--- src/rtl/logic_op_pkg.sv ---
// Shared types and helpers for the registered bitwise-op stream block.
package logic_op_pkg;

    typedef enum logic [1:0] {
        OP_AND  = 2'd0,
        OP_OR   = 2'd1,
        OP_XOR  = 2'd2,
        OP_NAND = 2'd3
    } op_e;

    typedef enum logic {
        IDLE  = 1'b0,
        ACCUM = 1'b1
    } state_e;

    // Burst fold operator: NAND bursts fold with AND so the burst result
    // is the AND of the individual NAND beat results.
    function automatic op_e fold_op(input op_e op);
        case (op)
            OP_OR:   return OP_OR;
            OP_XOR:  return OP_XOR;
            default: return OP_AND;
        endcase
    endfunction

endpackage

--- src/rtl/logic_op_alu.sv ---
// Combinational datapath: per-beat result and its fold into the accumulator.
module logic_op_alu
    import logic_op_pkg::*;
#(
    parameter int WIDTH = 8
) (
    input  logic [WIDTH-1:0] a,
    input  logic [WIDTH-1:0] b,
    input  op_e              op,
    input  logic [WIDTH-1:0] acc,
    output logic [WIDTH-1:0] r,
    output logic [WIDTH-1:0] f
);

    // Beat result r = a op b
    always_comb begin
        case (op)
            OP_AND:  r = a & b;
            OP_OR:   r = a | b;
            OP_XOR:  r = a ^ b;
            default: r = ~(a & b);
        endcase
    end

    // Fold the beat result into the running accumulator
    always_comb begin
        case (fold_op(op))
            OP_OR:   f = acc | r;
            OP_XOR:  f = acc ^ r;
            default: f = acc & r;
        endcase
    end

endmodule

--- src/rtl/logic_op_pipe.sv ---
// Registered WIDTH-bit bitwise op with valid/ready handshake and optional
// multi-beat accumulation of a burst into a single output word.
module logic_op_pipe
    import logic_op_pkg::*;
#(
    parameter int WIDTH = 8,
    parameter int CNT_W = 4
) (
    input  logic             clk,
    input  logic             rst,
    input  logic [WIDTH-1:0] in_a,
    input  logic [WIDTH-1:0] in_b,
    input  logic [1:0]       in_op,
    input  logic             in_acc,
    input  logic             in_last,
    input  logic             in_valid,
    output logic             in_ready,
    output logic [WIDTH-1:0] out_y,
    output logic             out_zero,
    output logic             out_parity,
    output logic [CNT_W-1:0] out_beats,
    output logic             out_valid,
    input  logic             out_ready
);

    localparam logic [CNT_W-1:0] CNT_MAX = '1;
    localparam logic [CNT_W-1:0] CNT_ONE = CNT_W'(1);

    state_e           state, state_nxt;
    op_e              op_q;
    op_e              beat_op;
    logic [WIDTH-1:0] acc;
    logic [CNT_W-1:0] cnt;
    logic [CNT_W-1:0] cnt_inc;
    logic [WIDTH-1:0] r, f;
    logic             beat;
    logic             closes;
    logic             load;
    logic [WIDTH-1:0] res;
    logic [CNT_W-1:0] res_beats;

    // Mid-burst the latched op wins; in_op only matters on the first beat.
    assign beat_op  = (state == ACCUM) ? op_q : op_e'(in_op);
    assign in_ready = !rst && !(out_valid && !out_ready);
    assign beat     = in_valid && in_ready;
    // in_acc=0 mid-burst closes the burst just like in_last.
    assign closes   = !in_acc || in_last;
    assign cnt_inc  = (cnt == CNT_MAX) ? cnt : cnt + CNT_ONE;

    logic_op_alu #(.WIDTH(WIDTH)) u_alu (
        .a   (in_a),
        .b   (in_b),
        .op  (beat_op),
        .acc (acc),
        .r   (r),
        .f   (f)
    );

    // Next state and the word/beat count to load into the output register
    always_comb begin
        state_nxt = state;
        load      = 1'b0;
        res       = r;
        res_beats = CNT_ONE;
        case (state)
            IDLE: begin
                if (beat) begin
                    if (closes) load = 1'b1;
                    else        state_nxt = ACCUM;
                end
            end
            ACCUM: begin
                res       = f;
                res_beats = cnt_inc;
                if (beat && closes) begin
                    load      = 1'b1;
                    state_nxt = IDLE;
                end
            end
            default: state_nxt = IDLE;
        endcase
    end

    // FSM state register
    always_ff @(posedge clk or posedge rst) begin
        if (rst) state <= IDLE;
        else     state <= state_nxt;
    end

    // Burst accumulator, beat counter and latched op
    always_ff @(posedge clk or posedge rst) begin
        if (rst) begin
            acc  <= '0;
            cnt  <= '0;
            op_q <= OP_AND;
        end else if (beat) begin
            if (closes) begin
                acc <= '0;
                cnt <= '0;
            end else if (state == IDLE) begin
                acc  <= r;
                cnt  <= CNT_ONE;
                op_q <= op_e'(in_op);
            end else begin
                acc <= f;
                cnt <= cnt_inc;
            end
        end
    end

    // Output register: loads only when free or being consumed this cycle
    always_ff @(posedge clk or posedge rst) begin
        if (rst) begin
            out_valid  <= 1'b0;
            out_y      <= '0;
            out_zero   <= 1'b1;
            out_parity <= 1'b0;
            out_beats  <= '0;
        end else if (load) begin
            out_valid  <= 1'b1;
            out_y      <= res;
            out_zero   <= (res == '0);
            out_parity <= ^res;
            out_beats  <= res_beats;
        end else if (out_ready) begin
            out_valid  <= 1'b0;
        end
    end

endmodule

--- config.mk ---
export PLATFORM = sky130hd
export DESIGN_NAME = logic_op_pipe
export DESIGN_NICKNAME = d
export VERILOG_FILES = /design/src/rtl/logic_op_pkg.sv /design/src/rtl/logic_op_alu.sv /design/src/rtl/logic_op_pipe.sv
export SDC_FILE = /design/constraint.sdc
export NUM_CORES = 1
export LEC_CHECK = 0
export ABC_AREA = 1
export CORE_ASPECT_RATIO = 2
export CORE_MARGIN = 4
export CORE_UTILIZATION = 45
export DETAILED_ROUTE_END_ITERATION = 7
export MAX_ROUTING_LAYER = met4
export PLACE_DENSITY_LB_ADDON = 0.05
export SLEW_MARGIN = 30
export SYNTH_ARGS = -nofsm -noshare
export SYNTH_HDL_FRONTEND = slang
export SYNTH_HIERARCHICAL = 1
export SYNTH_SLANG_ARGS = --single-unit
--- constraint.sdc ---
create_clock -name clk -period 6.45 [get_ports clk]
set_clock_uncertainty 0.05 [all_clocks]
set_input_delay 0.9675 -clock clk [delete_from_list [all_inputs] [get_ports clk]]
set_output_delay 0.9675 -clock clk [all_outputs]
set_load 0.01 [all_outputs]
# Yosys cells after proc, flatten, opt, wreduce, memory -nomap -nowiden

Cells that the tools add are included.

Flip-flop bits (word level): 30
Input port bits: 24
Output and inout port bits: 16

Add/sub/neg operators: 1
Equal/unequal tests: 5
Muxes and demuxes: 19
Bitwise gates (word level): 9
Reductions and logical operators: 14

Operators with widths:

| operator                                       | number |
|---|---|
| one-hot mux 8 bit (3 select lines)             | 1 |
| bitwise AND 8 bit                              | 2 |
| 2-to-1 mux 8 bit                               | 2 |
| bitwise OR 8 bit                               | 2 |
| one-hot mux 8 bit (2 select lines)             | 1 |
| XOR 8 bit                                      | 2 |
| 2-to-1 mux 4 bit                               | 3 |
| logical NOT 8 bit                              | 1 |
| 2-to-1 mux 1 bit                               | 8 |
| NOT 8 bit                                      | 1 |
| XOR reduction 8 bit                            | 1 |
| adder 4 x 1 -> 4 bit (second input constant)   | 1 |
| == test 2 x 1 -> 1 bit (second input constant) | 2 |
| == test 2 bit (second input constant)          | 2 |
| == test 4 bit (second input constant)          | 1 |
| logical AND 1 bit                              | 4 |
| logical NOT 1 bit                              | 4 |
| one-hot mux 1 bit (2 select lines)             | 2 |
| one-hot mux 2 bit (2 select lines)             | 1 |
| logical NOT 2 bit                              | 1 |
| 2-to-1 mux 2 bit                               | 1 |
| NOT 1 bit                                      | 2 |
| AND reduction 2 bit                            | 1 |
| nonzero test 2 bit                             | 1 |
| logical OR 1 bit                               | 1 |

# Longest topological paths before layout

Gate-level depths: netlist of run 1.

Depth in word-level cells: 9
Mapped depth: 25
Mapped depth without buffers: 23

# By module

The synthesis of run 1 kept the hierarchy.

Modules (own cells, without submodules):

| module        | times used | cells an instance | area each (µm²) |
|---|---|---|---|
| logic_op_pipe | 1          | 209               | 1574.0 |
| logic_op_alu  | 1          | 200               | 1126.1 |

# Worst setup path before layout of run 1

No wires, ideal clock.

Path type: input to register
Start point: input port in_op[0]
End point: register out_parity
Setup time: 117 ps
Data arrival time: 2976 ps
Data required time: 6283 ps
Path slack: 3307 ps
Stages on the path: 23
Buffers on the path: 1
Cells stage by stage: nand2_1 > o21ai_1 > inv_1 > ha_1 > buf_2 > nand2_1 > nand2_1 > o21ai_1 > ha_1 > nand2_1 > o21ai_1 > nand2_1 > nand2_1 > nand2_1 > nand2_1 > inv_1 > ha_1 > inv_1 > nand2_1 > nand2_1 > nand2_1 > nand3_1 > nand2_1

Cells in the longest elaborated chain, start to end: 7
Elaborated cells on any way between the ends: 14

RTL lines:

| element                                                                                         | RTL line                               | RTL |
|---|---|---|
| start, declared                                                                                 | logic_op_pipe.sv:13                    | `input logic [1:0] in_op,` |
| 2-to-1 mux 2 bit *                                                                              | --                                     |  |
| net beat_op[0]                                                                                  | logic_op_pipe.sv:31                    | `op_e beat_op;` |
| == test 2 bit, or another cell as far along                                                     | logic_op_pkg.sv:19, logic_op_alu.sv:17 |  |
| one-hot mux 2 bit (2 select lines) / one-hot mux 8 bit (3 select lines) (equally long branches) | logic_op_pkg.sv:19, logic_op_alu.sv:17 |  |
| == test 2 bit, or another cell as far along                                                     | logic_op_alu.sv:27                     | `case (fold_op(op))` |
| one-hot mux 8 bit (2 select lines) *                                                            | logic_op_alu.sv:27                     |  |
| net f[6]                                                                                        | logic_op_pipe.sv:35                    | `logic [WIDTH-1:0] r, f;` |
| 2-to-1 mux 8 bit *                                                                              | logic_op_pipe.sv:65                    | `case (state)` |
| XOR reduction 8 bit *                                                                           | logic_op_pipe.sv:123                   | `out_parity <= ^res;` |
| end signal, assigned                                                                            | logic_op_pipe.sv:123                   |  |
| end, declared                                                                                   | logic_op_pipe.sv:20                    | `output logic out_parity,` |

Mark *: on every way through the listed nets, which the timed path passes. The rest lies on a longest branch.
A chain may end at the register's enable or synchronous reset.

# Worst setup path after layout of run 1

Ends and elaborated chain as after synthesis.

==> flow_metrics.env, run 1 <==
export IMPL_peakVddDrop_v=0.000217
export IMPL_fin_nets=510
export IMPL_power_frac_seq_pct=26.6
export IMPL_multi_input_area_sq_mm=0.00161
export IMPL_worstSkewPairLatency_ns=0.28
export IMPL_grt_pass1_vias=2503
export IMPL_drt_wl_total_um=5990
export IMPL_core_sq_mm=0.00576
export IMPL_outcome="finished clean"
export IMPL_start_kind="input pin"
export IMPL_cts_root_buf="clkbuf_16"
export IMPL_die_h_um=118
export IMPL_synth_top_area_share_pct=26.9
export IMPL_avgViaCountPerCell=4.75
export IMPL_synth_ff_type="dfrtp_1"
export IMPL_cts_hold_buf=0
export IMPL_yosys_warnings=6
export IMPL_slew_headroom_pct=55.7
export IMPL_design_power_total_w=0.000981
export IMPL_worstMarginPinSlew_ns=0.664
export IMPL_h_tree_depth=2
export IMPL_dp_hpwl_um=4840
export IMPL_pwr_share_clk_pct=23.7
export IMPL_setup_viol=0
export IMPL_ys_types=23
export IMPL_period_minus_slack_ns=3.69
export IMPL_vias=2401
export IMPL_cp_slowest_stage_delay_ns=0.46
export IMPL_synth_async_sr_flop_share_pct=100
export IMPL_clkTransAtPathRegs_ns=0.05
export IMPL_power_leakage_nw=1.86
export IMPL_antennaDiodeCount=0
export IMPL_required_ns=6.57
export IMPL_drv_slew=0
export IMPL_drc=0
export IMPL_regArea_sq_um=752
export IMPL_yosysSeqAreaShare_pct=27.8
export IMPL_avgRoutedWirePerCell_um=11.8
export IMPL_cp_common_cell="nand2_1"
export IMPL_io_buffers=39
export IMPL_numCtsBuffers=5
export IMPL_p_int_w=0.000583
export IMPL_die_w_um=62.8
export IMPL_cts_resized_gates=0
export IMPL_power_density_mw_per_mm2=303
export IMPL_cts_tree="built"
export IMPL_ios=40
export IMPL_grt_max_degree=32
export IMPL_grt_pass1_wl_um=10900
export IMPL_synth_top_area_cell="dfrtp_1"
export IMPL_fp_dieArea_sq_mm=0.00738
export IMPL_ant_nets=0
export IMPL_critical_path_class="input pin to flip-flop"
export IMPL_start_util_pct=46.9
export IMPL_hold_viol=0
export IMPL_fin_crit_sh_pct=57.2
export IMPL_syn_avg_cell_area_sq_um=6.60
export IMPL_cts_sinks=30
export IMPL_grt_ovfl_total=0
export IMPL_grt_antenna_before_repair=0
export IMPL_routabilityCongestion=0.861
export IMPL_critical_path_slowest_cell="ha_1"
export IMPL_drive_gt1_share_pct=5.17
export IMPL_synth_edff_count=0
export IMPL_first_pass_iters=4
export IMPL_p_sw_w=0.000398
export IMPL_syn_area_sq_mm=0.00270
export IMPL_critPathBufInv=4
export IMPL_tns_ns=0
export IMPL_area_delta_synth_final_pct=19.7
export IMPL_yosysMostFrequentCell="nand2_1"
export IMPL_fill_cells=577
export IMPL_syn_nets=475
export IMPL_drtIter0Drc=87
export IMPL_rows=39
export IMPL_syn_inst=409
export IMPL_synthTopCellsByArea="dfrtp_1 (27%), nand2_1 (27%), ha_1 (19%)"
export IMPL_grt_setup_unrepaired="no"
export IMPL_crit_path_max_fanout=9
export IMPL_cp_top_family="adder cells"
export IMPL_synth_commonest_cells="nand2_1 (193), inv_1 (61), ha_1 (42), dfrtp_1 (29), nor2_1 (21)"
export IMPL_ys_ff_latch=30
export IMPL_cap_violations=0
export IMPL_critPathArrivalTime_ns=3.81
export IMPL_grt_usage_pct=18.7
export IMPL_timing_fmax_mhz=271
export IMPL_combPwrFrac_pct=49.7
export IMPL_clk_path_buf_depth=2
export IMPL_end_kind="flip-flop"
export IMPL_post_cts_buffers=0
export IMPL_crit_chain="clkdlybuf4s50_1 -> nand2_1 -> o21ai_1 -> ha_1 -> inv_6 -> nand2_1 -> o21ai_1 -> ha_1 -> nand2_1 -> o21ai_1 -> nand2_1 -> nand2_1 -> nand2_1 -> nand2_1 -> inv_1 -> ha_1 -> inv_1 -> nand2_1 -> nand2_1 -> nand2_1 -> nand3_1 -> nand2_1"
export IMPL_switching_share_pct=40.6
export IMPL_min_path_type="flip-flop to flip-flop"
-- power groups by stage --
stage / logic [W] / clock network [W] / registers, W
global route: 0.000576 / 0.000247 / 0.000266
global placement: 0.000484 / 0 / 0.000264
CTS: 0.000496 / 0.000239 / 0.000262
detailed placement: 0.000493 / 0 / 0.000264
floorplan: 0.000336 / 0 / 0.000269
finish: 0.000487 / 0.000233 / 0.000261
-- worst register-to-register path, stage by stage (launching register included) --
cell	delay, ns
dfrtp_1	0.64
inv_2	0.23
o21ai_1	0.32
ha_1	0.46
inv_6	0.08
nand2_1	0.12
o21ai_1	0.09
ha_1	0.27
nand2_1	0.04
o21ai_1	0.08
nand2_1	0.06
nand2_1	0.06
nand2_1	0.05
nand2_1	0.11
inv_1	0.05
ha_1	0.32
inv_1	0.08
nand2_1	0.05
nand2_1	0.07
nand2_1	0.05
nand3_1	0.07
nand2_1	0.05
-- final timing paths --
path / to / slack (ns) / start / depth (start not counted)
setup / recovery: out_parity / 2.76 / in_op[0] / 22
max in group asynchronous: out_beats[3] / 4.78 / rst / 2
setup reg to reg: out_parity / 2.93 / state / 21
hold reg to reg: out_zero / 0.41 / out_zero / 2
hold / removal: out_zero / 0.41 / out_zero / 2
min in group asynchronous: out_parity / 1.14 / rst / 2
-- cells in the final DEF (no fill, tap or decap), drive strengths merged --
cell | Yosys | layout
inv | 67 | 67
nand3 | 9 | 9
dfrtp | 29 | 29
nor2 | 24 | 24
ha | 42 | 42
clkdlybuf4s50 | 0 | 39
dfstp | 1 | 1
clkbuf | 0 | 7
o21ai | 29 | 29
a21oi | 1 | 1
nand2 | 194 | 194
clkinv | 0 | 1
nand4 | 2 | 2
-- final cells by class --
class                   instances  share of cell area, %
clock buffers                   7                   4.41
clock inverters                 1                  0.155
inverters                      67                   8.01
multi-input cells             301                   49.7
flip-flops and latches         30                   23.3
well taps                      61                   2.36
repair buffers                 39                   12.1
-- logic make-up after synthesis --
kind of cell	synth area share, %
fa+ha+maj	19.5
compound gates	6.26
flops	27.9
buf+inv	12.6
simple gates	33.8
-- layer usage --
metal	GRT usage (%)	vias up	wire, um
li1	-	1292	-
met1	18.1	1054	2320
met2	35.8	49	3370
met3	3.15	6	196
met4	7.47	0	102
met5	-	-	0
-- per-stage QoR --
stage	std cells	util [%]	hold slack (ns)	setup slack [ns]	instance area, sq um
after floorplan	409	-	0.417	3.31	2700
after detailed placement	498	53.6	0.411	2.44	3090
after global routing	506	56.1	0.445	2.33	3230
after CTS	506	56.1	0.418	2.73	3230
after global placement	498	53.6	0.408	2.48	3090
final	506	56.1	0.413	2.76	3230
-- registers in the layout, indices dropped and copies added, names as in the netlist, 2 cells and up --
| name | cells |
|---|---|
| cnt | 4 |
| out_y | 8 |
| acc | 8 |
| op_q | 2 |
| out_beats | 4 |
No activity file was read; power rests on OpenSTA's default activity.
==> inputs of run 2 (changes only) <==
==> constraint.sdc (replaced) <==
create_clock -name clk -period 3.14 [get_ports clk]
set_clock_uncertainty 0.05 [all_clocks]
set_input_delay 0.471 -clock clk [delete_from_list [all_inputs] [get_ports clk]]
set_output_delay 0.471 -clock clk [all_outputs]
set_load 0.01 [all_outputs]
==> run 2 against run 1 <==
  * Non-clock buffer count grew 26
  * Critical path type unchanged
  * Critical endpoint unchanged
  * Flip-flop and latch count stayed put
  * Register-to-register slack got worse by 2.5 ns
==> flow_metrics.env, run 2 (synthesized netlist as in run 1, its figures left out) <==
export IMPL_outcome="finished clean"
export IMPL_ant_nets=0
export IMPL_setup_viol=0
export IMPL_vias=2527
export IMPL_worstSkewPairLatency_ns=0.27
export IMPL_worstMarginPinSlew_ns=0.380
export IMPL_rows=39
export IMPL_fp_dieArea_sq_mm=0.00738
export IMPL_end_kind="flip-flop"
export IMPL_grt_util_met1_pct=18.5
export IMPL_power_leakage_nw=1.98
export IMPL_start_util_pct=46.9
export IMPL_die_h_um=118
export IMPL_globalRoute_busiestLayer="met2"
export IMPL_h_tree_depth=2
export IMPL_rrSetupSlack_ns=0.39
export IMPL_required_ns=3.25
export IMPL_cts_sinks=30
export IMPL_numCtsBuffers=5
export IMPL_avgRoutedWirePerCell_um=11.5
export IMPL_layout_common_cells="nand2_1 (188), inv_1 (53), clkdlybuf4s50_1 (39), ha_1 (34), dfrtp_1 (29)"
export IMPL_drv_slew=0
export IMPL_slew_headroom_pct=74.7
export IMPL_period_minus_slack_ns=2.91
export IMPL_drt_wl_total_um=6080
export IMPL_routabilityCongestion=0.826
export IMPL_design_power_total_w=0.00225
export IMPL_fin_nets=536
export IMPL_ios=40
export IMPL_first_pass_iters=4
export IMPL_core_sq_mm=0.00576
export IMPL_avgViaCountPerCell=4.76
export IMPL_final_common_cell="nand2_1"
export IMPL_grt_pass1_vias=2626
export IMPL_grt_antenna_before_repair=0
export IMPL_reg2reg_to="out_parity"
export IMPL_grt_max_degree=31
export IMPL_top_regs="acc x8, out_y x8"
export IMPL_dp_hpwl_um=4870
export IMPL_crit_path_max_fanout=9
export IMPL_whs_ns=0.420
export IMPL_die_w_um=62.8
export IMPL_grt_usage_pct=18.4
export IMPL_critical_path_class="input pin to flip-flop"
export IMPL_cap_violations=0
export IMPL_critPathLaunch="in_op[1]"
export IMPL_min_path_type="flip-flop to flip-flop"
export IMPL_antennaDiodeCount=0
export IMPL_cts_tree="built"
export IMPL_fill_cells=568
export IMPL_r2r_start="state"
export IMPL_timing_reg2reg_worst_path_depth=22
export IMPL_use_met3_pct=2.87
export IMPL_cts_hold_buf=0
export IMPL_timing_fmax_mhz=343
export IMPL_grt_ovfl_total=0
export IMPL_fin_crit_sh_pct=92.7
export IMPL_utilization_pct=61.3
export IMPL_io_buffers=39
export IMPL_grt_pass1_wl_um=11100
export IMPL_critPathCapture="out_parity"
export IMPL_clkTransAtPathRegs_ns=0.05
export IMPL_start_kind="input pin"
export IMPL_drc=0
export IMPL_drtIter0Drc=81
export IMPL_area_delta_synth_final_pct=30.8
export IMPL_critPathArrivalTime_ns=3.03
export IMPL_clk_path_buf_depth=2
export IMPL_power_density_mw_per_mm2=638
export IMPL_drive_gt1_share_pct=15.3
export IMPL_cts_root_buf="clkbuf_16"
export IMPL_whs_path_depth=2
export IMPL_peakVddDrop_v=0.000490
export IMPL_hold_viol=0
export IMPL_use_met2_pct=33.3
-- run 2: how the worst min path moves through the flow --
stage	start	to	slack, ns
5_1_grt	out_y[7]	out_y[7]	0.44
6_report	out_y[0]	out_y[0]	0.42
3_5_place_dp	out_beats[2]	out_beats[2]	0.41
4_1_cts	out_y[3]	out_y[3]	0.43
3_3_place_gp	out_y[3]	out_y[3]	0.41
2_1_floorplan	rst	acc[0]	0.36
-- run 2: stage by stage --
stage | cells | setup WS, ns | instance area, sq um | setup TNS, ns
4_1_cts | 529 | 0.0149 | 3400 | 0
3_5_place_dp | 522 | -0.336 | 3270 | -0.433
3_3_place_gp | 522 | -0.273 | 3270 | -0.341
6_report | 531 | 0.228 | 3530 | 0
2_1_floorplan | 409 | 0.331 | 2700 | 0
5_1_grt | 531 | -0.0204 | 3530 | -0.0204
-- run 2: routing by layer --
layer	wire length, um	vias up
li1	-	1346
met1	2370	1120
met2	3350	49
met3	194	12
met4	169	0
met5	0	-
-- run 2: area by class of cell --
| type | instances | area (sq um) | share of cell area [%] |
|---|---|---|---|
| timing repair buffer | 65 | 589 | 16.7 |
| multi-input combinational | 301 | 1720 | 48.8 |
| tap | 61 | 76.3 | 2.16 |
| sequential | 30 | 752 | 21.3 |
| clock buffer | 7 | 133 | 3.75 |
| inverter | 67 | 259 | 7.33 |
-- run 2: timing repair --
action / 4_1_cts / 5_1_grt
buffers inserted: 0 / 2
setup endpoints to repair: 1 / 2
pin swaps: 0 / 4
hold endpoints to repair: 0 / 0
gates resized for setup: 2 / 27
-- run 2: critical path, cell delays in order --
cell             delay [ns]
clkdlybuf4s50_1        0.48
nand2_2                0.07
o21ai_4                0.08
inv_2                  0.08
ha_2                   0.17
buf_6                  0.13
nand2_1                0.06
nand2_1                0.07
o21ai_2                0.12
ha_1                   0.23
nand2_1                0.06
o21ai_1                0.06
nand2_1                0.06
nand2_1                0.04
nand2_1                0.05
nand2_1                0.08
inv_1                  0.12
ha_4                   0.22
inv_1                  0.07
nand2_1                0.05
nand2_1                0.07
nand2_1                0.06
nand3_1                0.08
nand2_1                0.05
-- run 2: power breakdown --
group          switching (W)  leakage (nW)  total [W]  internal (W)
clock network       0.000153        0.0640   0.000442      0.000288
registers          0.0000533         0.393   0.000528      0.000474
logic               0.000680          1.52    0.00129      0.000606
total               0.000886          1.98    0.00225       0.00137
==> RTL edit 1 (flow settings as in run 2) <==
`WIDTH` is set to 8 in 2 places; all go to 12.
--- a/src/rtl/logic_op_alu.sv
+++ b/src/rtl/logic_op_alu.sv
@@ -2,7 +2,7 @@
 module logic_op_alu
     import logic_op_pkg::*;
 #(
-    parameter int WIDTH = 8
+    parameter int WIDTH = 12
 ) (
     input  logic [WIDTH-1:0] a,
     input  logic [WIDTH-1:0] b,
--- a/src/rtl/logic_op_pipe.sv
+++ b/src/rtl/logic_op_pipe.sv
@@ -3,7 +3,7 @@
 module logic_op_pipe
     import logic_op_pkg::*;
 #(
-    parameter int WIDTH = 8,
+    parameter int WIDTH = 12,
     parameter int CNT_W = 4
 ) (
     input  logic             clk,
Interface: changed (resized in_a, in_b and out_y); port bits go from 40 to 52. No check against the original RTL was run, so the function may have changed too.
==> RTL edit 1 against run 2 <==
- die area grew 30%
- worst setup slack got worse by 96 ps
- power rose by 42%
- area after synthesis grew 34%
- hold slack improved by 5.8 ps
- cell area grew 37%
- critical path depth did not move
- sequential cell count increased by 8
- wire length grew 34%
- largest power group unchanged
- highest routed layer unchanged
==> RTL edit 1: results (changes against run 2) <==
| Metric | Value |
|---|---|
| Status | complete, no violations |
| Final worst hold slack | 426.0 ps (+5.849 ps) |
| Met3 WL | 170 um (-12%) |
| Clock group | 0.497 mW (+12%) |
| Final Non-Filler Cells | 696 (+31%) |
| Critical path origin | state$_DFF_PP0_ |
| GR Layer Usage met2 | 0.3356 (+0.002443) |
| Placed Area | 4477 um2 (+37%) |
| Inst Count DP | 675 (+29%) |
| Synth area leaders | dfrtp_1 26%, ha_1 21%, nand2_1 20% |
| DP HPWL | 6544 um (+34%) |
| Wire length per cell | 11.68 um (+1.9%) |
| Met3 GRT Util | 0.01192 (-0.01673) |
| Syn_nets | 596 (+25%) |
| DRT iter0 DRCs | 141 (+74%) |
| NumNets Final | 691 (+29%) |
| Share of layout cells above drive strength 1 | 0.2017 (+0.04848) |
| Comb power frac | 0.633 (+0.063) |
| First-pass GRT wire length | 13610 um (+23%) |
| Max-slew headroom | 0.6774 (-0.06917) |
| Register area share after synthesis | 0.2639 (-0.01463) |
| Max VDD drop | 0.2964 mV (-40%) |
| Reg2reg setup slack | 130 ps (-260 ps) |
| Met1 Track Usage GR | 0.1888 (+0.003347) |
| Routability-driven placement congestion ratio | 0.8582 (+3.9%) |
| Top flop regs | acc (12), out_y (12) |
| Reg2Reg Depth | 24 (+9.1%) |
| Post-synthesis compound-gate area fraction | 0.1068 (+0.04424) |
| Critical path's slowest cell | dfrtp_1 |
| Synth cell types | 28 (+22%) |
| Data arrival, critical path | 3130 ps (+100 ps) |
| Synth Area in XOR/XNOR | 0.002427 (+0.002427) |
| Fill count | 723 (+27%) |
| Synth Area in Adders | 0.2080 (+0.01342) |
| CTS resizes | 24 (+22) |
| Syn_area_per_cell | 7.160 um2 (+8.5%) |
| CP peak stage delay | 410 ps (-70 ps) |
| Hold path endpoint | out_beats[2]$_DFFE_PP0P_ |
| Global Route Usage Sum | 0.1786 (-0.005789) |
| Pleak | 2.638 nW (+33%) |
| # Post-CTS Setup Buffers | 7 (+7) |
| Number of global-route vias before repair | 3137 (+19%) |
| Post-synthesis mux area share | 0.03329 (+0.03329) |
| Pin count of the biggest net entering global routing | 39 (+26%) |
| WL met1 | 3181 um (+34%) |
| Vias/cell | 4.688 (-1.5%) |
| Net switching power | 1.285 mW (+45%) |
| Port Buffers | 51 (+31%) |
| Cts bufs inserted | 5 (unchanged) |
| Worst Min Path Start | out_beats[2]$_DFFE_PP0P_ |
| Met2 wire len | 4655 um (+39%) |
| Top delay family on crit path | simple AND/OR/NAND/NOR gates |
| Critical path endpoint | out_parity$_DFFE_PP0P_ |
| Crit-path max FO | 7 (-2) |
| Layout area overhead | 34.40% |
## RTL edit 1: cell types whose count changed after synthesis, sizes merged, moves of 2 or more
cell,change
nand3,-3
inv,+18
buf,+4
nand2,-2
mux2i,+12
o21ai,+30
ha,+18
dfrtp,+8
nor2,+6
## RTL edit 1: cell families after synthesis
family	after synthesis
mux	12
fa+ha+maj	60
simple gates	231
flops	38
compound gates	61
xor+xnor	1
buf+inv	101
## RTL edit 1: cell type report
class                           instances  share of cell area
Multi-Input combinational cell        365              0.4778
Timing Repair Buffer                  104              0.2030
Sequential cell                        38              0.1963
Inverter                               85             0.06785
Clock buffer                            8             0.03019
Tap cell                               96             0.02477
## RTL edit 1: per-stage QoR
| stage | power [mW] | setup slack (ps) |
|---|---|---|
| after floorplan | 1.760 | 34.26 |
| after global placement | 2.439 | -592.0 |
| after detailed placement | 2.491 | -665.5 |
| after CTS | 3.119 | 61.51 |
| after global routing | 3.480 | -87.08 |
| final | 3.200 | 131.8 |
==> RTL edit 2 (config.mk and constraints of run 2) <==
Made on the original files. Reset style: synchronous (`rst`), changed in 3 clocked blocks.
--- a/src/rtl/logic_op_pipe.sv
+++ b/src/rtl/logic_op_pipe.sv
@@ -82,13 +82,13 @@
     end
 
     // FSM state register
-    always_ff @(posedge clk or posedge rst) begin
+    always_ff @(posedge clk) begin
         if (rst) state <= IDLE;
         else     state <= state_nxt;
     end
 
     // Burst accumulator, beat counter and latched op
-    always_ff @(posedge clk or posedge rst) begin
+    always_ff @(posedge clk) begin
         if (rst) begin
             acc  <= '0;
             cnt  <= '0;
@@ -109,7 +109,7 @@
     end
 
     // Output register: loads only when free or being consumed this cycle
-    always_ff @(posedge clk or posedge rst) begin
+    always_ff @(posedge clk) begin
         if (rst) begin
             out_valid  <= 1'b0;
             out_y      <= '0;
Function: differs if rst is asserted again (counterexample within 4 cycles, from zero or initial values and one cycle with rst high); with rst held inactive, the same outputs for 4 cycles.
==> RTL edit 2 against run 2 <==
- global-route usage increased by 0.074 points
- hold slack lost 2.3 ps
- worst setup slack worse by 44 ps
- die area is 3.9% lower
- area after synthesis down 4.3%
- sequential cell count unchanged
- non-clock buffer count grew 3
- cell area is 3.0% lower
- wire length shrank 0.61%
- first-iteration DRC count down 31%
- highest routed layer unchanged
Power is not compared: it rests on default switching activity, and its combinational part moved more than twofold at a synthesized area within 25%.
==> RTL edit 2: results (changes against run 2) <==
| Metric | Value |
|---|---|
| Clk_lat worst skew | 290 ps (+20 ps) |
| Crit-path max FO | 8 (-1) |
| Inst Count DP | 518 (-0.77%) |
| Pin count of the biggest net entering global routing | 16 (-48%) |
| Met3 WL | 248 um (+28%) |
| Register area share after synthesis | 0.2323 (-0.04617) |
| Drt total wl | 6046 um (-0.61%) |
| First-pass GRT wire length | 9908 um (-11%) |
| Syn_area_per_cell | 6.351 um2 (-3.8%) |
| CTS root buffer | clkbuf_8 |
| DRT iter0 DRCs | 56 (-31%) |
| Data arrival, critical path | 3100 ps (+70 ps) |
| Drt first pass iters | 5 (+1) |
| Post-synth top flop | dfxtp_1 |
| Global Route Usage Sum | 0.1851 (+0.0007420) |
| NumNets Final | 533 (-0.56%) |
| Post-synthesis compound-gate area fraction | 0.09681 (+0.03425) |
| Number of global-route vias before repair | 2410 (-8.2%) |
| Synth top cells by count | 161 x nand2_1, 58 x inv_1, 42 x ha_1, 31 x nor2_1, 30 x dfxtp_1 |
| Synth Area in Adders | 0.2033 (+0.008667) |
| Vias/cell | 4.848 (+1.9%) |
| Met2 wire len | 3317 um (-0.93%) |
| Share of layout cells above drive strength 1 | 0.1731 (+0.01989) |
| DP HPWL | 4698 um (-3.5%) |
| Via total after detailed routing | 2560 (+1.3%) |
| WL met1 | 2283 um (-3.7%) |
| Ys async rst share | 0 (-1.000) |
| Synth Area in XOR/XNOR | 0.01016 (+0.01016) |
| CP peak stage delay | 450 ps (-30 ps) |
| Fill count | 533 (-6.2%) |
| Max-slew headroom | 0.6402 (-0.1064) |
| Reg clk slew, reported paths | 70 ps (+20 ps) |
| Met3 GRT Util | 0.01573 (-0.01292) |
| Synth area leaders | nand2_1 23%, dfxtp_1 23%, ha_1 20% |
| Synth cell types | 27 (+17%) |
| Status | complete, no violations |
| Routability-driven placement congestion ratio | 0.8060 (-2.4%) |
RTL edit 2: cell types whose count changed after synthesis, moves of 10 or more:
cell     delta
dfrtp_1    -29
nand2_1    -32
dfxtp_1    +30
a21oi_1    +23
nor2_1     +10
RTL edit 2: worst max-delay path: cells and delay by family:
family | cells | cell delay [ps]
AOI/OAI and AO/OA | 3 | 330
xor gates and xnor gates | 1 | 140
and+or+nand+nor | 11 | 760
adders and majority gates | 3 | 600
buffers and inverters | 5 | 790
RTL edit 2: path summary, 6_finish.rpt:
check	from	to	slack, ps
setup / recovery	in_op[0]	out_parity$_SDFFE_PP0P_	180
hold / removal	out_y[2]$_SDFFE_PP0P_	out_y[2]$_SDFFE_PP0P_	420
setup reg to reg	state$_SDFF_PP0_	out_parity$_SDFFE_PP0P_	360
hold reg to reg	out_y[2]$_SDFFE_PP0P_	out_y[2]$_SDFFE_PP0P_	420
RTL edit 2: stage by stage:
step	instance area, um2	setup WS (ps)
after CTS	3251	63.85
after floorplan	2585	316.1
after detailed placement	3159	-226.9
after global placement	3159	-177.7
after global routing	3425	-31.91
final	3425	183.9
RTL edit 2: area by class of cell:
| cell class | instances | area, um2 | share of cell area |
|---|---|---|---|
| Timing Repair Buffer | 68 | 624.3 | 0.1823 |
| Clock inverter | 1 | 5.005 | 0.001461 |
| Tap cell | 60 | 75.07 | 0.02192 |
| Inverter | 62 | 250.2 | 0.07307 |
| Sequential cell | 30 | 600.6 | 0.1754 |
| Clock buffer | 7 | 86.33 | 0.02521 |
| Multi-Input combinational cell | 300 | 1783 | 0.5206 |
RTL edit 2: timing repair:
item                                    4_1_cts  5_1_grt
resized for setup                             0       41
endpoints found under the setup margin        0        1
setup buffers                                 0        3
